==> config.mk <==
export PLATFORM = sky130hd
export DESIGN_NAME = data_unpack_8to16
export DESIGN_NICKNAME = d
export VERILOG_FILES = /design/src/rtl/raw8_pkg.sv /design/src/rtl/data_unpack_8to16.sv
export SDC_FILE = /design/constraint.sdc
export NUM_CORES = 1
export LEC_CHECK = 0
export ABC_AREA = 1
export BUFFER_PORTS_ARGS = -buffer_cell sky130_fd_sc_hd__buf_2
export CORE_MARGIN = 8
export CORE_UTILIZATION = 30
export CTS_BUF_LIST = sky130_fd_sc_hd__clkbuf_16
export DETAILED_ROUTE_END_ITERATION = 12
export PLACE_DENSITY = 0.59
export SKIP_CTS_REPAIR_TIMING = 1
export SYNTH_ARGS = -nofsm -noshare
export SYNTH_HDL_FRONTEND = slang
export SYNTH_SLANG_ARGS = --single-unit
==> constraint.sdc <==
create_clock -name clk -period 2.48 [get_ports clk]
set_input_delay 0.124 -clock clk [delete_from_list [all_inputs] [get_ports clk]]
set_output_delay 0.124 -clock clk [all_outputs]
set_load 0.02 [all_outputs]
==> src/rtl/raw8_pkg.sv <==
// RAW8 framing constants and FSM state encoding.
// Shared by the RAW8 packer, the unpacker and their benches.
package raw8_pkg;

  localparam int RAW8_WORD_COUNT = 256;
  localparam int RAW8_BYTE_COUNT = 512;
  localparam int RAW8_ALIGN      = 64;

  typedef enum logic [1:0] {
    ST_IDLE = 2'd0,
    ST_LSB  = 2'd1,
    ST_MSB  = 2'd2
  } raw8_state_t;

endpackage

==> src/rtl/data_unpack_8to16.sv <==
// RAW8 byte stream to 16-bit word unpacker.
// Rebuilds little-endian words and flags framing errors.
module data_unpack_8to16
  import raw8_pkg::*;
#(
  parameter int WORD_COUNT = RAW8_WORD_COUNT,
  parameter int BYTE_COUNT = RAW8_BYTE_COUNT
) (
  input  logic        clk,
  input  logic        rst,
  input  logic        s_axis_tvalid,
  output logic        s_axis_tready,
  input  logic [7:0]  s_axis_tdata,
  input  logic        s_axis_tlast,
  input  logic        s_axis_tuser,
  output logic        m_valid,
  input  logic        m_ready,
  output logic [15:0] m_data,
  output logic        m_last,
  output logic        m_user,
  output logic        err_short,
  output logic        err_long,
  output logic        err_sof,
  output logic        frame_done
);

  localparam int CW = $clog2(BYTE_COUNT) + 1;
  localparam logic [CW-1:0] LAST_IDX = CW'(BYTE_COUNT - 1);

  if (BYTE_COUNT != 2 * WORD_COUNT ||
      BYTE_COUNT % RAW8_ALIGN != 0) begin : g_bad_cfg
    $error("data_unpack_8to16: bad BYTE_COUNT/WORD_COUNT");
  end

  raw8_state_t   state;
  logic [CW-1:0] byte_cnt;
  logic [7:0]    lsb_reg;
  logic          first_word;
  logic          out_free;
  logic          acc;

  assign out_free = !m_valid || m_ready;
  assign acc      = s_axis_tvalid && s_axis_tready;

  // IDLE always accepts so stray bytes get dropped instead of stalling.
  always_comb begin
    s_axis_tready = 1'b0;
    if (!rst) begin
      unique case (state)
        ST_IDLE:        s_axis_tready = 1'b1;
        ST_LSB, ST_MSB: s_axis_tready = out_free;
        default:        s_axis_tready = 1'b0;
      endcase
    end
  end

  always_ff @(posedge clk) begin
    if (rst) begin
      state      <= ST_IDLE;
      byte_cnt   <= '0;
      lsb_reg    <= '0;
      first_word <= 1'b0;
      m_valid    <= 1'b0;
      m_data     <= '0;
      m_last     <= 1'b0;
      m_user     <= 1'b0;
      err_short  <= 1'b0;
      err_long   <= 1'b0;
      err_sof    <= 1'b0;
      frame_done <= 1'b0;
    end else begin
      err_short  <= 1'b0;
      err_long   <= 1'b0;
      err_sof    <= 1'b0;
      frame_done <= 1'b0;
      if (m_ready) m_valid <= 1'b0;
      if (acc) begin
        unique case (state)
          ST_IDLE: begin
            if (!s_axis_tuser) begin
              err_sof <= 1'b1;
            end else if (s_axis_tlast) begin
              m_valid    <= 1'b1;
              m_data     <= {8'h00, s_axis_tdata};
              m_last     <= 1'b1;
              m_user     <= 1'b1;
              err_short  <= 1'b1;
              frame_done <= 1'b1;
            end else begin
              lsb_reg    <= s_axis_tdata;
              byte_cnt   <= CW'(1);
              first_word <= 1'b1;
              state      <= ST_MSB;
            end
          end
          ST_LSB: begin
            if (s_axis_tuser) err_sof <= 1'b1;
            if (s_axis_tlast) begin
              // odd-length frame: pad the lone byte
              m_valid    <= 1'b1;
              m_data     <= {8'h00, s_axis_tdata};
              m_last     <= 1'b1;
              m_user     <= s_axis_tuser;
              err_short  <= 1'b1;
              frame_done <= 1'b1;
              state      <= ST_IDLE;
            end else begin
              lsb_reg <= s_axis_tdata;
              state   <= ST_MSB;
              if (s_axis_tuser) begin
                byte_cnt   <= CW'(1);
                first_word <= 1'b1;
              end else begin
                byte_cnt <= byte_cnt + CW'(1);
              end
            end
          end
          ST_MSB: begin
            m_valid    <= 1'b1;
            m_data     <= {s_axis_tdata, lsb_reg};
            m_user     <= first_word;
            first_word <= 1'b0;
            byte_cnt   <= byte_cnt + CW'(1);
            if (s_axis_tuser) err_sof <= 1'b1;
            if (byte_cnt == LAST_IDX || s_axis_tlast) begin
              m_last     <= 1'b1;
              frame_done <= 1'b1;
              err_long   <= !s_axis_tlast;
              err_short  <= s_axis_tlast && (byte_cnt != LAST_IDX);
              state      <= ST_IDLE;
            end else begin
              m_last <= 1'b0;
              state  <= ST_LSB;
            end
          end
          default: state <= ST_IDLE;
        endcase
      end
    end
  end

endmodule

Yosys cells after proc, flatten, opt, wreduce, memory -nomap -nowiden. Cells that the tools add are included.

Flip-flop bits (word level): 44. Input port bits: 14. Output and inout bits: 24.

$add $sub $neg: 1. Equal/unequal tests: 10. Multiplexer cells: 44. Bitwise logic cells: 3. Reductions and logical operators: 18.

Operators by type and width (count): case mux 16 bit (3 select lines) (1); 2-to-1 mux 10 bit (4); 2-to-1 mux 16 bit (2); case mux 10 bit (3 select lines) (1); 2-to-1 mux 1 bit (21); case mux 1 bit (3 select lines) (6); 2-to-1 mux 8 bit (2); case mux 8 bit (2 select lines) (1); inequality test 2 bit (second input constant) (6); adder 10 x 1 -> 10 bit (second input constant) (1); == test 10 x 9 -> 1 bit (second input constant) (1); inequality test 10 x 9 -> 1 bit (second input constant) (1); AND reduction 5 bit (2); AND reduction 3 bit (3); 2-to-1 mux 2 bit (3); case mux 2 bit (3 select lines) (1); AND reduction 6 bit (1); case mux 1 bit (2 select lines) (2); OR reduction 2 bit (2); OR reduction 4 bit (1); inverter 1 bit (3); nonzero test 3 bit (1); == test 2 x 1 -> 1 bit (second input constant) (1); == test 2 bit (second input constant) (1); 5 further kinds (8).

Logic depth before layout (Yosys ltp).
Depth in word-level cells: 7. Mapped depth: 11. Gate-level depth less buffers: 10.

Worst setup path before layout. OpenSTA, ideal clock, no wires.

Path type: reg2reg. Start: reg state[1]. End: reg m_data[10]. Library setup time: 0.113 ns. Data arrival time: 1.578 ns. Data required time: 2.367 ns. Slack: 0.789 ns. Stages on the path, launching flop included: 12. Buffers on the path: 2. Period minus slack after synthesis: 1.691 ns. Cell sequence: dfxtp_1 inv_1 ha_1 nand2_2 nand2_2 nand3_4 nor2_2 buf_6 buf_6 nand3_1 nand2_1 nor2_1.

Cells in the longest elaborated chain, start to end: 6. Elaborated cells between the ends (all ways): 11. Classes of those cells: 3 x eq/ne; 3 x mux; 5 x reduce/logical.

RTL lines: start, declared (line data_unpack_8to16.sv:35) `raw8_state_t state;`; start signal, assigned (line data_unpack_8to16.sv:59) `state <= ST_IDLE;`; start signal, assigned (line data_unpack_8to16.sv:93) `state <= ST_MSB;`; start signal, assigned (line data_unpack_8to16.sv:106) `state <= ST_IDLE;`; == test 2 bit or == test 2 x 1 -> 1 bit (tied branches) (line data_unpack_8to16.sv:49, data_unpack_8to16.sv:78); OR reduction 2 bit (no source line); case mux 1 bit (2 select lines) (line data_unpack_8to16.sv:49) `unique case (state)`; 2-to-1 mux 1 bit (line data_unpack_8to16.sv:48) `if (!rst) begin`; logical AND 1 bit (line data_unpack_8to16.sv:43) `assign acc = s_axis_tvalid && s_axis_tready;`; AND reduction 3 bit (no source line); end signal, assigned (line data_unpack_8to16.sv:84) `m_data <= {8'h00, s_axis_tdata};`; end signal, assigned (line data_unpack_8to16.sv:101) `m_data <= {8'h00, s_axis_tdata};`; end signal, assigned (line data_unpack_8to16.sv:120) `m_data <= {s_axis_tdata, lsb_reg};`; end, declared (line data_unpack_8to16.sv:18) `output logic [15:0] m_data,`.

Several ways; a longest one is shown, not always the timed one. A chain may end at the register's enable or synchronous reset.

Final worst setup path.
Start: reg state[1]. End: reg lsb_reg[0].

Cells in the longest elaborated chain, start to end: 6. Elaborated cells between the ends (all ways): 11. Classes of those cells: 3 x eq/ne; 3 x mux; 5 x reduce/logical.

RTL lines: == test 2 bit or == test 2 x 1 -> 1 bit (tied branches) (line data_unpack_8to16.sv:49, data_unpack_8to16.sv:78); OR reduction 2 bit (no source line); case mux 1 bit (2 select lines) (line data_unpack_8to16.sv:49); 2-to-1 mux 1 bit (line data_unpack_8to16.sv:48); logical AND 1 bit (line data_unpack_8to16.sv:43); AND reduction 3 bit (no source line); end signal, assigned (line data_unpack_8to16.sv:90) `lsb_reg <= s_axis_tdata;`; end signal, assigned (line data_unpack_8to16.sv:108) `lsb_reg <= s_axis_tdata;`; end, declared (line data_unpack_8to16.sv:37) `logic [7:0] lsb_reg;`.

Several ways; a longest one is shown, not always the timed one.

==> tab_implementation.tex <==
\begin{tabular}{lr}
\hline
Metric & Value \\
\hline
\multicolumn{2}{l}{\textbf{Outcome}} \\
Run status & finished clean \\
\multicolumn{2}{l}{\textbf{Place}} \\
HPWL reported at the end of detailed placement & 4156 um \\
GPL Wtd Cong & 0.8249 \\
Worst Setup Slack post-DPL & 0.4598 ns \\
Port bufs & 37 \\
\multicolumn{2}{l}{\textbf{Yosys}} \\
Sequential share of the synthesized area & 0.3761 \\
YS warnings & 0 \\
Gate count of the mapped netlist & 351 \\
Post-synth design cell area & 0.002342 mm2 \\
Post-synth net total & 370 \\
Number of storage elements in the synthesis netlist & 44 \\
Count of different cell masters after synthesis & 27 \\
Synthesized area divided by synthesized cell count & 6.673 um2 \\
\multicolumn{2}{l}{\textbf{Clock network}} \\
H-tree depth & 2 \\
Clock buffer count from CTS & 5 \\
Clock slew seen by the registers of the worst setup and hold paths & 0.06 ns \\
Root buffer cell & sky130\_fd\_sc\_hd\_\_clkbuf\_16 \\
Total clock sinks & 44 \\
Insertion delay to the later sink of the worst-skew pair & 0.28 ns \\
Clock Path Buffers & 2 \\
TritonCTS clock tree & yes \\
\multicolumn{2}{l}{\textbf{Power and ir drop}} \\
Relative contribution of combinational cells to total power & 0.118 \\
Proportion of power drawn by flip-flops and latches & 0.440 \\
Power Dens Cells & 610.8 mW/mm2 \\
Worst ir drop on vdd & 0.0002852 V \\
Switching power as a share of total power & 0.2485 \\
Portion of total power attributed to the clock network & 0.442 \\
Net switching power figure & 418.4 uW \\
Internal power & 1265 uW \\
Leakage dissipation & 0.001283 uW \\
\multicolumn{2}{l}{\textbf{Global routing}} \\
Overall global routing resource usage & 0.1075 \\
Largest net degree at the start of global routing & 31 \\
Vias in the first global route & 2155 \\
Global-route wire length before repair & 9942 um \\
Total gr overflow & 0 \\
Antenna violations before repair & 0 \\
\multicolumn{2}{l}{\textbf{Floorplanning}} \\
I/O pin count & 38 \\
Placeable core area & 0.007647 mm2 \\
Die Footprint & 0.01089 mm2 \\
Effective utilization at floorplan & 0.3063 \\
Die boundary width & 104.4 um \\
Placement row count & 32 \\
Vertical extent of the die & 104.4 um \\
\multicolumn{2}{l}{\textbf{Cells and area}} \\
Filler cells & 822 \\
Largest register FFs & 16 \\
Number of inserted diodes & 0 \\
Fraction of layout instances using a drive strength above 1 & 0.2021 \\
Post-layout net count & 404 \\
Area Growth Syn to Fin & 17.68\% \\
\multicolumn{2}{l}{\textbf{Setup path}} \\
Register-to-register setup slack & 0.46 ns \\
Startpoint class of the critical path & register \\
Worst Setup End Kind & register \\
WP depth & 11 \\
Cells along the critical path & inv\_1 -> ha\_1 -> nand2\_2 -> nand2\_2 -> nand3\_4 -> nor2\_2 -> buf\_4 -> nand2\_2 -> clkinv\_2 -> nor2\_1 -> nor2\_1 \\
Largest stage delay, worst path & 0.44 ns \\
Launch point of the worst reg-to-reg path & state[1] \\
Buf/Inv on CP & 3 \\
Highest-delay cell along the critical path & sky130\_fd\_sc\_hd\_\_dfxtp\_1 \\
Family with the most delay on the worst path & simple AND/OR/NAND/NOR gates \\
Setup Crit Path Kind & register to register \\
Endpoint required time on the critical path & 2.70 ns \\
Most common cell type on the critical path & sky130\_fd\_sc\_hd\_\_nand2\_2 \\
FF-to-FF path depth & 11 \\
Data arrival, critical path & 2.24 ns \\
Endpoint of the worst-slack reg-to-reg timing path & lsb\_reg[0] \\
Peak fanout along the critical path & 29 \\
\multicolumn{2}{l}{\textbf{STA}} \\
Time the final worst path needs with I/O delays and setup & 2.023 ns \\
Least-Margin Pin Slew & 0.6417 ns \\
Setup Viol. Count Final & 0 \\
F\_max & 494.3 MHz \\
Final-report hold violation count & 0 \\
Setup TNS & 0 ns \\
Worst relative slew slack & 0.5708 \\
Crit share post-route & 0.8158 \\
Max Transition Viols Final & 0 \\
Slack of the critical path & 0.4569 ns \\
Setup repair after global routing missed its margin & false \\
Max Clock Skew & 0.006197 ns \\
\multicolumn{2}{l}{\textbf{Min path}} \\
Type of the most critical hold path & input port to register \\
Endpoint of the worst hold-timing path & m\_valid \\
Cell depth of the worst min-delay path & 4 \\
Origin of the worst min-delay path & m\_ready \\
\multicolumn{2}{l}{\textbf{Drt}} \\
Routed vias & 2172 \\
Router iterations before antenna repair & 4 \\
Routed Wire Length & 5587 um \\
Remaining design rule violation count & 0 \\
Iteration-0 DRC count of the detailed router & 156 \\
Detail-routed net length per standard cell & 11.45 um \\
Remaining antenna violation count after routing & 0 \\
Post-DR vias/cell & 4.451 \\
\multicolumn{2}{l}{\textbf{Run}} \\
Max-Cap Viols & 0 \\
\hline
\end{tabular}
## Yosys cell counts (all sizes together)
| cell type | number | area, um2 |
|---|---|---|
| clkbuf | 5 | 18.77 |
| nor3 | 5 | 36.29 |
| o21ai | 9 | 48.80 |
| inv | 39 | 146.4 |
| ha | 5 | 62.56 |
| nand4 | 6 | 37.54 |
| buf | 8 | 70.06 |
| clkinv | 2 | 8.750 |
| nand2 | 85 | 341.6 |
| dfxtp | 44 | 880.8 |
| nor2 | 83 | 331.6 |
| nand3 | 35 | 207.7 |
| a21oi | 25 | 151.4 |
## routing by layer
metal	GRT usage	vias up	wire length, um
met2	0.1726	38	2466
li1	-	1162	-
met1	0.1311	963	2701
met4	0.04447	0	124
met5	0	-	0
met3	0.03036	9	294
## how the worst max path moves through the flow
stage,startpoint,to,slack [ns]
finish,state[1],lsb_reg[0],0.46
global route,state[1],m_data[3],0.18
CTS,state[1],m_data[8],0.44
detailed placement,state[1],first_word,0.46
global placement,state[1],first_word,0.53
floorplan,state[1],m_data[10],0.79
## cell families (layout without fill, tap and decap cells)
family,Yosys count,after routing,synth area share
flops,44,44,0.3761
simple gates,214,214,0.4076
fa+ha+maj,5,5,0.02671
buf+inv,54,89,0.1042
compound gates,34,34,0.08547
## worst min-delay path, delay by kind of cell
family          cells  cell delay [ns]
compound gates      1             0.06
buf+inv             2             0.11
simple gates        1             0.06
## cell type report
| class | count | area (um2) | share of cell area |
|---|---|---|---|
| multi-input combinational | 253 | 1217 | 0.4417 |
| sequential | 44 | 880.8 | 0.3196 |
| timing repair buffer | 40 | 207.7 | 0.07535 |
| inverter | 41 | 155.1 | 0.05629 |
| tap | 102 | 127.6 | 0.04630 |
| clock buffer | 5 | 125.1 | 0.04539 |
| clock inverter | 3 | 42.54 | 0.01543 |
## stage by stage
| stage | util | hold WS, ns | area (um2) | instances | power [uW] |
|---|---|---|---|---|---|
| after detailed placement | 0.3385 | 0.4190 | 2589 | 480 | 956.2 |
| after CTS | 0.3604 | 0.1259 | 2756 | 488 | 1706 |
| after global routing | 0.3604 | 0.1478 | 2756 | 488 | 1760 |
| after floorplan | - | 0.1864 | 2342 | 351 | 902.0 |
| after global placement | 0.3385 | 0.4175 | 2589 | 480 | 954.6 |
| final | 0.3604 | 0.1291 | 2756 | 488 | 1684 |
## power groups by stage
stage               registers, uW  clock network [uW]  logic (uW)
finish                        740                 745         199
CTS                           740                 765         201
global route                  743                 790         226
global placement              755                   0         199
detailed placement            756                   0         200
floorplan                     773                   0         129
## cell usage in the layout, fill, tap and decap left out
cell type,netlist,final
sky130_fd_sc_hd__nor2_2,2,2
sky130_fd_sc_hd__nand3_4,1,1
sky130_fd_sc_hd__dfxtp_1,44,44
sky130_fd_sc_hd__nor2_4,2,2
sky130_fd_sc_hd__clkbuf_16,0,5
sky130_fd_sc_hd__bufinv_16,0,1
sky130_fd_sc_hd__inv_2,5,5
sky130_fd_sc_hd__nand4_1,6,6
sky130_fd_sc_hd__buf_2,2,37
sky130_fd_sc_hd__nand3_1,30,30
sky130_fd_sc_hd__o21ai_0,6,6
sky130_fd_sc_hd__nor3_4,1,1
sky130_fd_sc_hd__clkinv_2,1,1
sky130_fd_sc_hd__nand2_2,9,9
sky130_fd_sc_hd__clkinv_1,1,2
sky130_fd_sc_hd__nand2_1,76,76
sky130_fd_sc_hd__buf_4,0,3
sky130_fd_sc_hd__inv_1,34,34
sky130_fd_sc_hd__ha_1,5,5
sky130_fd_sc_hd__nand3_2,4,4
sky130_fd_sc_hd__nor2_1,79,79
sky130_fd_sc_hd__nor3_1,4,4
sky130_fd_sc_hd__a21oi_4,1,1
sky130_fd_sc_hd__a21oi_1,20,20
sky130_fd_sc_hd__o21ai_1,2,2
sky130_fd_sc_hd__clkinv_4,0,1
sky130_fd_sc_hd__a21oi_2,4,4
sky130_fd_sc_hd__o21ai_2,1,1
Power figures use the tool's default switching activity.
